`config.mk`:
```
export PLATFORM = sky130hd
export DESIGN_NAME = dist_sqrt_unit
export DESIGN_NICKNAME = d
export VERILOG_FILES = /design/src/rtl/dist_pkg.sv /design/src/rtl/sqrt_iter_step.sv /design/src/rtl/dist_sqrt_unit.sv
export SDC_FILE = /design/constraint.sdc
export NUM_CORES = 1
export LEC_CHECK = 0
export CELL_PAD_IN_SITES_DETAIL_PLACEMENT = 1
export CELL_PAD_IN_SITES_GLOBAL_PLACEMENT = 1
export CORE_ASPECT_RATIO = 0.8
export CORE_MARGIN = 2
export CORE_UTILIZATION = 35
export DETAILED_ROUTE_END_ITERATION = 6
export DONT_BUFFER_PORTS = 1
export PLACE_DENSITY = 0.67
export SYNTH_ARGS = -nofsm -noshare
export SYNTH_HDL_FRONTEND = slang
export SYNTH_SLANG_ARGS = --single-unit
```
`constraint.sdc`:
```
create_clock -name clk -period 3.5 [get_ports clk]
set_input_delay 0.7 -clock clk [delete_from_list [all_inputs] [get_ports clk]]
set_output_delay 0.7 -clock clk [all_outputs]
set_load 0.03 [all_outputs]
```
`src/rtl/dist_pkg.sv`:
```
// -----------------------------------------------------------------------------
// dist_pkg
// Shared definitions for the distance datapath: the square-root FSM state
// encoding and the sum/root widths agreed between the accumulator, the
// controller and the square-root unit.
// No ports (package).
// -----------------------------------------------------------------------------
package dist_pkg;

   localparam int DIST_SUM_WIDTH  = 32;
   localparam int DIST_ROOT_WIDTH = 16;

   typedef enum logic [1:0] {
      SQ_IDLE = 2'd0,
      SQ_CALC = 2'd1,
      SQ_DONE = 2'd2
   } sq_state_t;

endpackage : dist_pkg

```
`src/rtl/sqrt_iter_step.sv`:
```
// -----------------------------------------------------------------------------
// sqrt_iter_step
// One combinational step of the restoring digit-by-digit square root: brings
// down the next two radicand bits, trial-subtracts {root,01} and appends the
// resulting root bit.
// Ports:
//   i_rem       [W+1:0]  current partial remainder
//   i_root      [W-1:0]  current partial root
//   i_bits      [1:0]    next two radicand bits (MSB first)
//   o_rem_next  [W+1:0]  remainder after this step
//   o_root_next [W-1:0]  root after this step
// -----------------------------------------------------------------------------
module sqrt_iter_step #(
   parameter int W = 16
) (
   input  logic [W+1:0] i_rem,
   input  logic [W-1:0] i_root,
   input  logic [1:0]   i_bits,
   output logic [W+1:0] o_rem_next,
   output logic [W-1:0] o_root_next
);

   logic [W+1:0] w_r2;
   logic [W+1:0] w_t;
   logic [W+1:0] w_diff;
   logic         w_take;

   // The remainder is bounded by 2*root+1, so its top two bits are always zero
   // when they would be shifted out here.
   logic w_unused_rem_hi;
   assign w_unused_rem_hi = ^i_rem[W+1:W];

   assign w_r2   = {i_rem[W-1:0], i_bits};
   assign w_t    = {i_root, 2'b01};
   assign w_take = (w_r2 >= w_t);
   assign w_diff = w_r2 - w_t;

   always_comb begin
      o_rem_next  = w_r2;
      o_root_next = {i_root[W-2:0], 1'b0};
      if (w_take) begin
         o_rem_next  = w_diff;
         o_root_next = {i_root[W-2:0], 1'b1};
      end
   end

endmodule : sqrt_iter_step

```
`src/rtl/dist_sqrt_unit.sv`:
```
// -----------------------------------------------------------------------------
// dist_sqrt_unit
// Iterative integer square root, floor(sqrt(DIN_Sqrt)), one root bit per clock.
// Level handshake: controller holds EN_Sqrt high until it sees RDY_Sqrt, then
// drops it; dropping EN_Sqrt mid-calculation aborts without a result.
// Ports:
//   clk        clock, all state on posedge
//   RST        synchronous active-high reset
//   EN_Sqrt    start/hold level from controller
//   DIN_Sqrt   [IN_WIDTH-1:0]   radicand, sampled only at the capture edge
//   RDY_Sqrt   result valid (registered)
//   DOUT_Sqrt  [IN_WIDTH/2-1:0] floor square root (registered, holds last result)
// -----------------------------------------------------------------------------
module dist_sqrt_unit
   import dist_pkg::*;
#(
   parameter int IN_WIDTH = DIST_SUM_WIDTH
) (
   input  logic                    clk,
   input  logic                    RST,
   input  logic                    EN_Sqrt,
   input  logic [IN_WIDTH-1:0]     DIN_Sqrt,
   output logic                    RDY_Sqrt,
   output logic [IN_WIDTH/2-1:0]   DOUT_Sqrt
);

   localparam int OUT_WIDTH = IN_WIDTH / 2;
   localparam int ITER_W    = $clog2(OUT_WIDTH) + 1;
   localparam logic [ITER_W-1:0] ITER_LAST = ITER_W'(OUT_WIDTH - 1);

   sq_state_t              r_state;
   logic [IN_WIDTH-1:0]    r_rad;
   logic [OUT_WIDTH+1:0]   r_rem;
   logic [OUT_WIDTH-1:0]   r_root;
   logic [ITER_W-1:0]      r_iter;
   logic                   r_rdy;
   logic [OUT_WIDTH-1:0]   r_dout;

   logic [OUT_WIDTH+1:0]   w_rem_next;
   logic [OUT_WIDTH-1:0]   w_root_next;

   sqrt_iter_step #(
      .W (OUT_WIDTH)
   ) u_step (
      .i_rem       (r_rem),
      .i_root      (r_root),
      .i_bits      (r_rad[IN_WIDTH-1:IN_WIDTH-2]),
      .o_rem_next  (w_rem_next),
      .o_root_next (w_root_next)
   );

   always_ff @(posedge clk) begin
      if (RST) begin
         r_state <= SQ_IDLE;
         r_rad   <= '0;
         r_rem   <= '0;
         r_root  <= '0;
         r_iter  <= '0;
         r_rdy   <= 1'b0;
         r_dout  <= '0;
      end else begin
         case (r_state)
            SQ_IDLE: begin
               r_rdy <= 1'b0;
               if (EN_Sqrt) begin
                  r_rad   <= DIN_Sqrt;
                  r_rem   <= '0;
                  r_root  <= '0;
                  r_iter  <= '0;
                  r_state <= SQ_CALC;
               end
            end
            SQ_CALC: begin
               if (!EN_Sqrt) begin
                  // Abort: no step on this edge, previous result is kept.
                  r_rdy   <= 1'b0;
                  r_state <= SQ_IDLE;
               end else begin
                  r_rem  <= w_rem_next;
                  r_root <= w_root_next;
                  r_rad  <= {r_rad[IN_WIDTH-3:0], 2'b00};
                  r_iter <= r_iter + ITER_W'(1);
                  if (r_iter == ITER_LAST) begin
                     r_dout  <= w_root_next;
                     r_rdy   <= 1'b1;
                     r_state <= SQ_DONE;
                  end
               end
            end
            SQ_DONE: begin
               // Stay here while EN is held; a new run needs EN low for an edge.
               if (!EN_Sqrt) begin
                  r_rdy   <= 1'b0;
                  r_state <= SQ_IDLE;
               end
            end
            default: begin
               r_rdy   <= 1'b0;
               r_state <= SQ_IDLE;
            end
         endcase
      end
   end

   assign RDY_Sqrt  = r_rdy;
   assign DOUT_Sqrt = r_dout;

endmodule : dist_sqrt_unit

```
== Word level (Yosys, flattened, before mapping) ==
Cells that the tools add are included.

* Muxes and demuxes: 23
* Reduce and logical (&&, ||, !) cells: 6
* Add/subtract/negate cells: 2
* $lt $le $gt $ge: 1
* Equality and inequality tests: 7

{| class="wikitable"
|+ Operators with widths
! kind !! number
|-
| 2-to-1 mux 16 bit || 5
|-
| 2-to-1 mux 32 bit || 2
|-
| one-hot mux 16 bit (2 select lines) || 2
|-
| one-hot mux 32 bit (2 select lines) || 1
|-
| greater-or-equal comparator 18 bit || 1
|-
| subtractor 16 bit || 1
|-
| 2-to-1 mux 5 bit || 2
|-
| one-hot mux 5 bit (2 select lines) || 1
|-
| AND reduction 3 bit || 3
|-
| 2-to-1 mux 2 bit || 4
|-
| inequality test 2 bit (second input constant) || 3
|-
| one-hot mux 2 bit (3 select lines) || 1
|-
| adder 5 x 1 -> 5 bit (second input constant) || 1
|-
| == test 5 x 4 -> 1 bit (second input constant) || 1
|-
| 2-to-1 mux 1 bit || 4
|-
| inequality test 3 bit (second input constant) || 1
|-
| == test 2 x 1 -> 1 bit (second input constant) || 1
|-
| == test 2 bit (second input constant) || 1
|-
| logical NOT 2 bit || 1
|-
| one-hot mux 1 bit (2 select lines) || 1
|-
| AND reduction 2 bit || 1
|-
| nonzero test 2 bit || 1
|}

* Output and inout bits: 17
* Bits of input ports: 35
* Register bits after elaboration: 88
* Logic and storage cells: 46

== Longest topological paths before layout ==
Gate-level depths: netlist of run 1.

* Depth after elaboration: 4
* Gate-level depth with buffers: 9
* Mapped depth without buffers: 8

== By module ==
From an unflattened synthesis of run 1, not the netlist that was laid out.

* Cells, all modules: 592
* Area, all modules: 5148.7 µm²

{| class="wikitable"
|+ Modules (own cells, without submodules)
! module !! cells each !! area an instance (µm²) !! seq. area each (µm²) !! times used
|-
| dist_sqrt_unit || 408 || 3768.6 || 1801.7 || 1
|-
| sqrt_iter_step || 184 || 1380.1 || 0.0 || 1
|}

== Worst setup path after synthesis of run 1 ==
No wires, ideal clock.

* Path type: reg2reg
* Start: reg r_root[5]
* End: reg r_rem[5]
* Path buffers: 0
* Clock period less this slack: 2.292 ns
* Data arrival time: 2.175 ns
* Setup time: 0.117 ns
* Required time: 3.383 ns
* Slack: 1.208 ns
* Stages on the path, launching flop included: 8
* Cells stage by stage: dfxtp_1 > inv_1 > ha_1 > a2111oi_2 > a211o_2 > a31oi_4 > or3_1 > a32o_1

* Word-level cells in the longest chain between the ends: 4

{| class="wikitable"
|+ RTL lines
! what !! RTL line !! RTL
|-
| start, declared || dist_sqrt_unit.sv:34 || <nowiki>logic [OUT_WIDTH-1:0] r_root;</nowiki>
|-
| start signal, assigned || dist_sqrt_unit.sv:80 || <nowiki>r_root <= w_root_next;</nowiki>
|-
| greater-or-equal comparator 18 bit || sqrt_iter_step.sv:35 || <nowiki>assign w_take = (w_r2 >= w_t);</nowiki>
|-
| 2-to-1 mux 16 bit || sqrt_iter_step.sv:41 || <nowiki>if (w_take) begin</nowiki>
|-
| 2-to-1 mux 16 bit || dist_sqrt_unit.sv:74 || <nowiki>if (!EN_Sqrt) begin</nowiki>
|-
| one-hot mux 16 bit (2 select lines) || dist_sqrt_unit.sv:62 || <nowiki>case (r_state)</nowiki>
|-
| end signal, assigned || dist_sqrt_unit.sv:79 || <nowiki>r_rem <= w_rem_next;</nowiki>
|-
| end, declared || dist_sqrt_unit.sv:33 || <nowiki>logic [OUT_WIDTH+1:0] r_rem;</nowiki>
|}

Every way passes these cells. The select of a mux whose other input is x is not followed.
A chain may end at the register's enable or synchronous reset.

== Worst setup path in the final report of run 1 ==
* Start: reg r_root[10]
* End: reg r_rem[12]

* Word-level cells in the longest chain between the ends: 4
* Elaborated cells on any way between the ends: 5
* Classes of those cells: add/sub: 1; order compare: 1; mux: 3

{| class="wikitable"
|+ RTL lines
! what !! RTL line
|-
| subtractor 16 bit / greater-or-equal comparator 18 bit (equally long branches) || sqrt_iter_step.sv:36, sqrt_iter_step.sv:35
|-
| 2-to-1 mux 16 bit * || sqrt_iter_step.sv:41
|-
| 2-to-1 mux 16 bit * || dist_sqrt_unit.sv:74
|-
| one-hot mux 16 bit (2 select lines) * || dist_sqrt_unit.sv:62
|}

Mark *: on every way between the ends. The rest lies on a longest branch, timed or not. The select of a mux whose other input is x is not followed.

==> results by group, run 1 <==
Layout
  – Multi-input logic area: 2507 sq um
  – Finished Core Util: about two fifths
  – P&R area growth vs syn: 10.75%
  – Nets: 582
  – Register area: 1763 sq um
  – Fill cells: 1485
  – Most frequent cells in the layout: 87 x dfxtp_1, 86 x nand2_1, 47 x a21oi_1
  – Antenna cell count: 0
  – Layout cell share with drive strength beyond 1: 6.767%
  – Post-Layout Cell Count: about 700
  – Commonest non-fill, non-tap cell in the layout: dfxtp_1
  – Fin area: 4975 sq um

Route
  – Post-Route WL: 12130 microns
  – Initial DRT Pass Iterations: 6
  – Routed vias: 3859
  – Post-DR vias/cell: 5.489
  – Iter 0 DRT Violations: approximately 240
  – Routed wire length per instance: 17.26 microns
  – Residual DRC: 0
  – Detail Route Antenna Nets: 0

Floorplanning
  – Core Box Area: around 12000 sq um
  – Initial Utilization: 36.39%
  – Die Area: 13760 sq um
  – Die X: 130.7 microns
  – Number of core rows: 36
  – Num ports: 52
  – Die H: 105.3 microns

Synthesis
  – Largest family of logic cells by synthesized area: compound AO/OA/AOI/OAI gates
  – Share of the synthesized area in the top cell type: between 30 and 40%
  – Compound-Gate Fraction of Synth Area: between 20% and 30%
  – Yosys reg bits: 88
  – EDFF count, synth: 0
  – Asr flop ratio synth: 0%
  – Area leader, netlist: dfxtp_1
  – Dominant cells by area after synthesis: dfxtp_1 39%, nand2_1 7.2%, mux2i_1 6.9%
  – Yosys cell types: between 50 and 60
  – Synth Area in Simple Gates: 19.33%
  – Adder-Cell Fraction of Synth Area: 5.571%
  – Synth Instances: 543
  – Syn nets: 598
  – Syn Area/Cell: 8.272 sq um
  – Synth Warn #: 0
  – Post-synthesis mux area share: 7.159%
  – Synth Area in XOR/XNOR: 0.9749%
  – Sequential cell area fraction in the yosys report: 39.22%
  – Post-Syn Area: 4492 sq um
  – Predominant post-synthesis flop cell: dfxtp_1

Pwr
  – Max IR drop VDD: 258.8 uV
  – Leakage power: 1.740 nW
  – Pwr/cell area: 690.2 nW/um^2
  – Total power: 3.433 mW

STA
  – Fin. Hold Viols: 0
  – Skew final: 0.008505 ns
  – Fmax: 344.3 MHz
  – Hold WS: 0.4410 ns
  – Slew HR: 28.80%
  – Post-layout min period: 2.905 ns
  – Min setup slack post-route: 0.5952 ns
  – Period utilization: 83.00%
  – RSZ-0062 raised after global routing: false
  – Fin Setup TNS: 0 ns
  – Worst-margin pin slew: 1.064 ns
  – # setup viols final: 0
  – Final Max Tran Viols: 0

GRT
  – Largest net degree at the start of global routing: 76
  – Global route overflow: 0
  – First-pass GRT wire length: 19920 microns
  – Initial antenna violation count: 0
  – Gr usage total: 18.20%
  – Vias in the first global route: roughly 4000

Setup path
  – Largest fanout on the critical path: 25
  – Worst path arrival time: 3.13 ns
  – Worst endpoint required time: 3.72 ns
  – Worst setup EP type: flop
  – Critical path startpoint category: flop
  – WS Path Type: reg2reg

Placed design
  – Port bufs: 0
  – Post-DP Area: 4631 sq um
  – Inst Count DP: 687
  – Post-detail-place hpwl: between 8000 and 9000 microns
  – Place WS: 0.6119 ns
  – Final RePlAce weighted congestion: 0.8357

Clock network
  – Post-CTS Hold Buffers: 0
  – CTS H-tree lvls: 3
  – CTS resizes: 0
  – CTS clk-pin slew, worst paths: roughly 0.070 ns
  – CTS Buf Count: 9
  – Worst-Skew Late Latency: 0.35 ns
  – Root Buffer: clkbuf_16
  – Post-CTS Repair Setup Buffers: 0
  – CTS max path bufs: 2
  – Clock sink total: 88
  – CTS tree: done

Status
  – Status: completed

Job
  – Max_cap viols: 0

Worst hold path
  – Hold WC Path Type: in2reg
==> report_power, final <==
group	leakage (nW)	internal [mW]	switching (mW)	total, mW
combinational	0.858	0.439	0.749	1.19
clock	0.164	0.704	0.426	1.13
sequential	0.718	1.06	0.0509	1.12
total	1.74	2.21	1.23	3.43
==> flip-flops by register name, summed over array words and instances (netlist names) <==
register / cells
DOUT_Sqrt: 16
r_rad: 32
RDY_Sqrt: 1
r_state: 2
r_root: 16
r_rem: 16
r_iter: 5
==> cell usage after synthesis (2+ instances only) <==
| cell type | instances |
|---|---|
| dfxtp_1 | 88 |
| nand2_1 | 86 |
| a21oi_1 | 47 |
| nor2_1 | 43 |
| a211oi_1 | 34 |
| clkbuf_1 | 31 |
| mux2i_1 | 31 |
| nand3_1 | 24 |
| inv_1 | 23 |
| ha_1 | 20 |
| o21ai_0 | 12 |
| o211ai_1 | 11 |
| or3_1 | 8 |
| o21ai_1 | 7 |
| nor3_1 | 6 |
| o31a_1 | 6 |
| o2111ai_1 | 4 |
| a21o_1 | 3 |
| a32o_1 | 3 |
| nand2b_1 | 3 |
| nand3b_1 | 3 |
| nor2b_1 | 3 |
| nor4b_1 | 3 |
| xnor2_1 | 3 |
| and3_1 | 2 |
| nand4_1 | 2 |
| nor3b_1 | 2 |
| o21a_1 | 2 |
| o21ai_2 | 2 |
| o22ai_1 | 2 |
| xor2_1 | 2 |
==> final cells by class <==
| type | instances | share of cell area (%) |
|---|---|---|
| Clock buffer | 10 | 4.603 |
| Clock inverter | 6 | 2.314 |
| Inverter | 23 | 1.735 |
| Multi-Input combinational cell | 397 | 50.40 |
| Sequential cell | 88 | 35.44 |
| Tap cell | 171 | 4.301 |
| Timing Repair Buffer | 8 | 1.207 |
==> metal layers <==
metal	routed length [microns]	vias up	part of all wire, %	GRT usage (%)
li1	-	1919	-	-
met4	104	0	0.86	4.331
met5	0	-	0	0
met1	5947	1871	49	24.50
met2	5511	59	45	29.24
met3	569	10	4.7	4.569
==> critical path: stages, from the launching register on <==
cell	delay, ns
dfxtp_1	0.38
inv_1	0.07
ha_1	0.41
and4_1	0.28
nand3_2	0.11
or3_4	0.41
a31oi_4	0.58
or2_1	0.38
o211ai_1	0.15
==> path summary, 6_finish.rpt <==
kind              startpoint         to  slack (ns)  cells past startpoint
setup / recovery  r_root[10]  r_rem[12]        0.60                      8
hold / removal           RST  r_root[5]        0.44                      1
setup reg to reg  r_root[10]  r_rem[12]        0.60                      8
hold reg to reg    r_iter[4]  r_iter[4]        0.45                      2
==> logic make-up after synthesis <==
| logic type | count (synthesis) |
|---|---|
| adders and majority gates | 20 |
| DFF | 88 |
| xor gates and xnor gates | 5 |
| buffers and inverters | 58 |
| muxes | 32 |
| AOI/OAI and AO/OA | 148 |
| and+or+nand+nor | 192 |
Note: power is estimated with default switching activity, not from simulation.
==> inputs of run 2 (changes only) <==
==> constraint.sdc (replaced) <==
create_clock -name clk -period 2.95 [get_ports clk]
set_input_delay 0.59 -clock clk [delete_from_list [all_inputs] [get_ports clk]]
set_output_delay 0.59 -clock clk [all_outputs]
set_load 0.03 [all_outputs]
==> run 2 against run 1 <==
Register-to-register slack lost 0.41 ns. Fmax increased by 5.1%. Critical path type unchanged. First-iteration DRC count fell by 14%.
==> results by group, run 2 (synthesized netlist as in run 1, its figures left out) <==
STA
  – Fin. Hold Viols: 0 (unchanged)
  – Fmax: 361.8 MHz (was 344.3 MHz)
  – Post-layout min period: 2.764 ns (was 2.905 ns)
  – Worst-margin pin slew: 0.7506 ns (was 1.064 ns)
  – RSZ-0062 raised after global routing: false (unchanged)
  – Slew HR: 48.67% (was 28.80%)
  – Skew final: 0.007852 ns (was 0.008505 ns)
  – # setup viols final: 0 (unchanged)
  – Fin Setup TNS: 0 ns (unchanged)
  – Hold WS: 0.3450 ns (was 0.4410 ns)
  – Period utilization: 93.69% (was 83.00%)
  – Final Max Tran Viols: 0 (unchanged)
  – Min setup slack post-route: 0.1861 ns (was 0.5952 ns)

Placed design
  – Inst Count DP: 693 (was 687)
  – Place WS: 0.2210 ns (was 0.6119 ns)
  – Final RePlAce weighted congestion: 0.8156 (was 0.8357)
  – Port bufs: 0 (unchanged)
  – Post-detail-place hpwl: 8878 microns (was 8490 microns)

Pwr
  – Total power: 4.088 mW (was 3.433 mW)
  – Cell Int Power: 2.548 mW (was 2.207 mW)
  – Gate power share: 39.7% (was 34.6%)
  – Max IR drop VDD: 320.1 uV (was 258.8 uV)
  – Switching Fraction: 37.68% (was 35.72%)
  – Pwr/cell area: 818.6 nW/um^2 (was 690.2 nW/um^2)
  – Reg power frac: 32.3% (was 32.5%)
  – P_sw: 1.540 mW (was 1.226 mW)
  – Leakage power: 1.764 nW (was 1.740 nW)
  – Clock power frac: 27.9% (was 32.9%)

Clock network
  – CTS H-tree lvls: 3 (unchanged)
  – CTS clk-pin slew, worst paths: 0.06 ns (was 0.07 ns)
  – Root Buffer: clkbuf_16 (unchanged)
  – CTS tree: done (unchanged)
  – Clock sink total: 88 (unchanged)
  – CTS max path bufs: 2 (unchanged)
  – CTS Buf Count: 9 (unchanged)
  – Worst-Skew Late Latency: 0.34 ns (was 0.35 ns)

Route
  – Post-DR vias/cell: 5.489 (about the same)
  – Detail Route Antenna Nets: 0 (unchanged)
  – Initial DRT Pass Iterations: 4 (was 6)
  – Routed wire length per instance: 17.28 microns (was 17.26 microns)
  – Iter 0 DRT Violations: 207 (was 242)
  – Residual DRC: 0 (unchanged)
  – Post-Route WL: 12300 microns (was 12130 microns)
  – Routed vias: 3908 (was 3859)

Setup path
  – WS Path Type: reg2reg (unchanged)
  – Largest fanout on the critical path: 14 (was 25)
  – Worst endpoint required time: 3.18 ns (was 3.72 ns)
  – Critical path startpoint category: flop (unchanged)
  – Worst setup EP type: flop (unchanged)
  – Worst path arrival time: 3.00 ns (was 3.13 ns)
  – R2R depth: 8 (unchanged)

Layout
  – Antenna cell count: 0 (unchanged)
  – P&R area growth vs syn: 11.17% (was 10.75%)
  – Largest Register: r_rad (unchanged)
  – Largest register FFs: 32 (unchanged)
  – Multi-input logic area: 2507 sq um (unchanged)
  – Fill cells: 1492 (was 1485)
  – Commonest non-fill, non-tap cell in the layout: dfxtp_1 (unchanged)
  – Register area: 1763 sq um (unchanged)
  – Post-Layout Cell Count: 712 (was 703)
  – Most frequent cells in the layout: 87 x dfxtp_1, 86 x nand2_1, 47 x a21oi_1 (unchanged)
  – Layout cell share with drive strength beyond 1: 8.503% (was 6.767%)
  – Nets: 591 (was 582)

Worst hold path
  – Hold WC Path Type: in2reg (unchanged)
  – Hold depth: 1 (unchanged)

GRT
  – First-pass GRT wire length: 20160 microns (was 19920 microns)
  – Initial antenna violation count: 0 (unchanged)
  – Global route overflow: 0 (unchanged)
  – Vias in the first global route: 3966 (was 3903)
  – Gr usage total: 18.45% (was 18.20%)
  – Largest net degree at the start of global routing: 76 (unchanged)

Floorplanning
  – Num ports: 52 (unchanged)
  – Die X: 130.7 microns (unchanged)
  – Die Area: 13760 sq um (unchanged)
  – Initial Utilization: 36.39% (unchanged)
  – Core Box Area: 12340 sq um (unchanged)
  – Number of core rows: 36 (unchanged)
  – Die H: 105.3 microns (unchanged)

Status
  – Status: completed (unchanged)

Job
  – Max_cap viols: 0 (unchanged)
-- run 2: changes by cell type in the layout (fill, tap and decap cells not counted), sizes merged --
cell | previous run | this run
bufinv | 3 | 0
buf | 8 | 17
inv | 25 | 28
-- run 2: path summary, 6_finish.rpt --
| check | start | to | slack, ns |
|---|---|---|---|
| worst max-delay path | r_root[5] | r_rem[5] | 0.19 |
| worst min register to register | r_root[15] | r_root[15] | 0.45 |
| worst max register to register | r_root[5] | r_rem[5] | 0.19 |
| worst min-delay path | RST | r_root[0] | 0.34 |
-- run 2: timing repair --
action                                  in CTS  in global routing
hold buffers                                 0                  0
buffers inserted                             0                  3
endpoints found under the setup margin       0                  9
resized for setup                            0                  0
endpoints found under the hold margin        0                  0
-- run 2: power groups by stage --
stage	clock [mW]	combinational, mW	sequential [mW]
detailed placement	0	1.49	1.35
global placement	0	1.44	1.35
CTS	1.18	1.51	1.32
floorplan	0	1.23	1.33
global route	1.22	1.78	1.33
finish	1.14	1.62	1.32
-- run 2: final cells by class --
class	count	area share, %
inverter	23	1.729
tap	171	4.285
sequential	88	35.30
clock buffer	10	4.786
clock inverter	6	1.128
multi-input combinational	397	50.21
timing repair buffer	17	2.556
-- run 2: stage by stage --
step	utilization, %	cell area (sq um)
3_3_place_gp	37.89	4676
4_1_cts	40.28	4971
5_1_grt	40.46	4994
6_report	40.46	4994
2_1_floorplan	-	4492
3_5_place_dp	37.89	4676
-- run 2: per-layer routing --
metal | routed length (microns) | global-route usage (%) | vias to the layer above
li1 | - | - | 1934
met1 | 5878 | 24.84 | 1890
met2 | 5656 | 29.17 | 66
met3 | 538 | 4.213 | 18
met4 | 231 | 5.927 | 0
met5 | 0 | 0 | -
-- run 2: worst max-delay path, cell delays in order (launching register included) --
cell and delay (ns):
dfxtp_1 0.38, inv_1 0.06, ha_1 0.41, a2111oi_2 0.57, a211o_2 0.26, a31oi_4 0.18, buf_4 0.21, or3_1 0.34
a32o_1 0.25
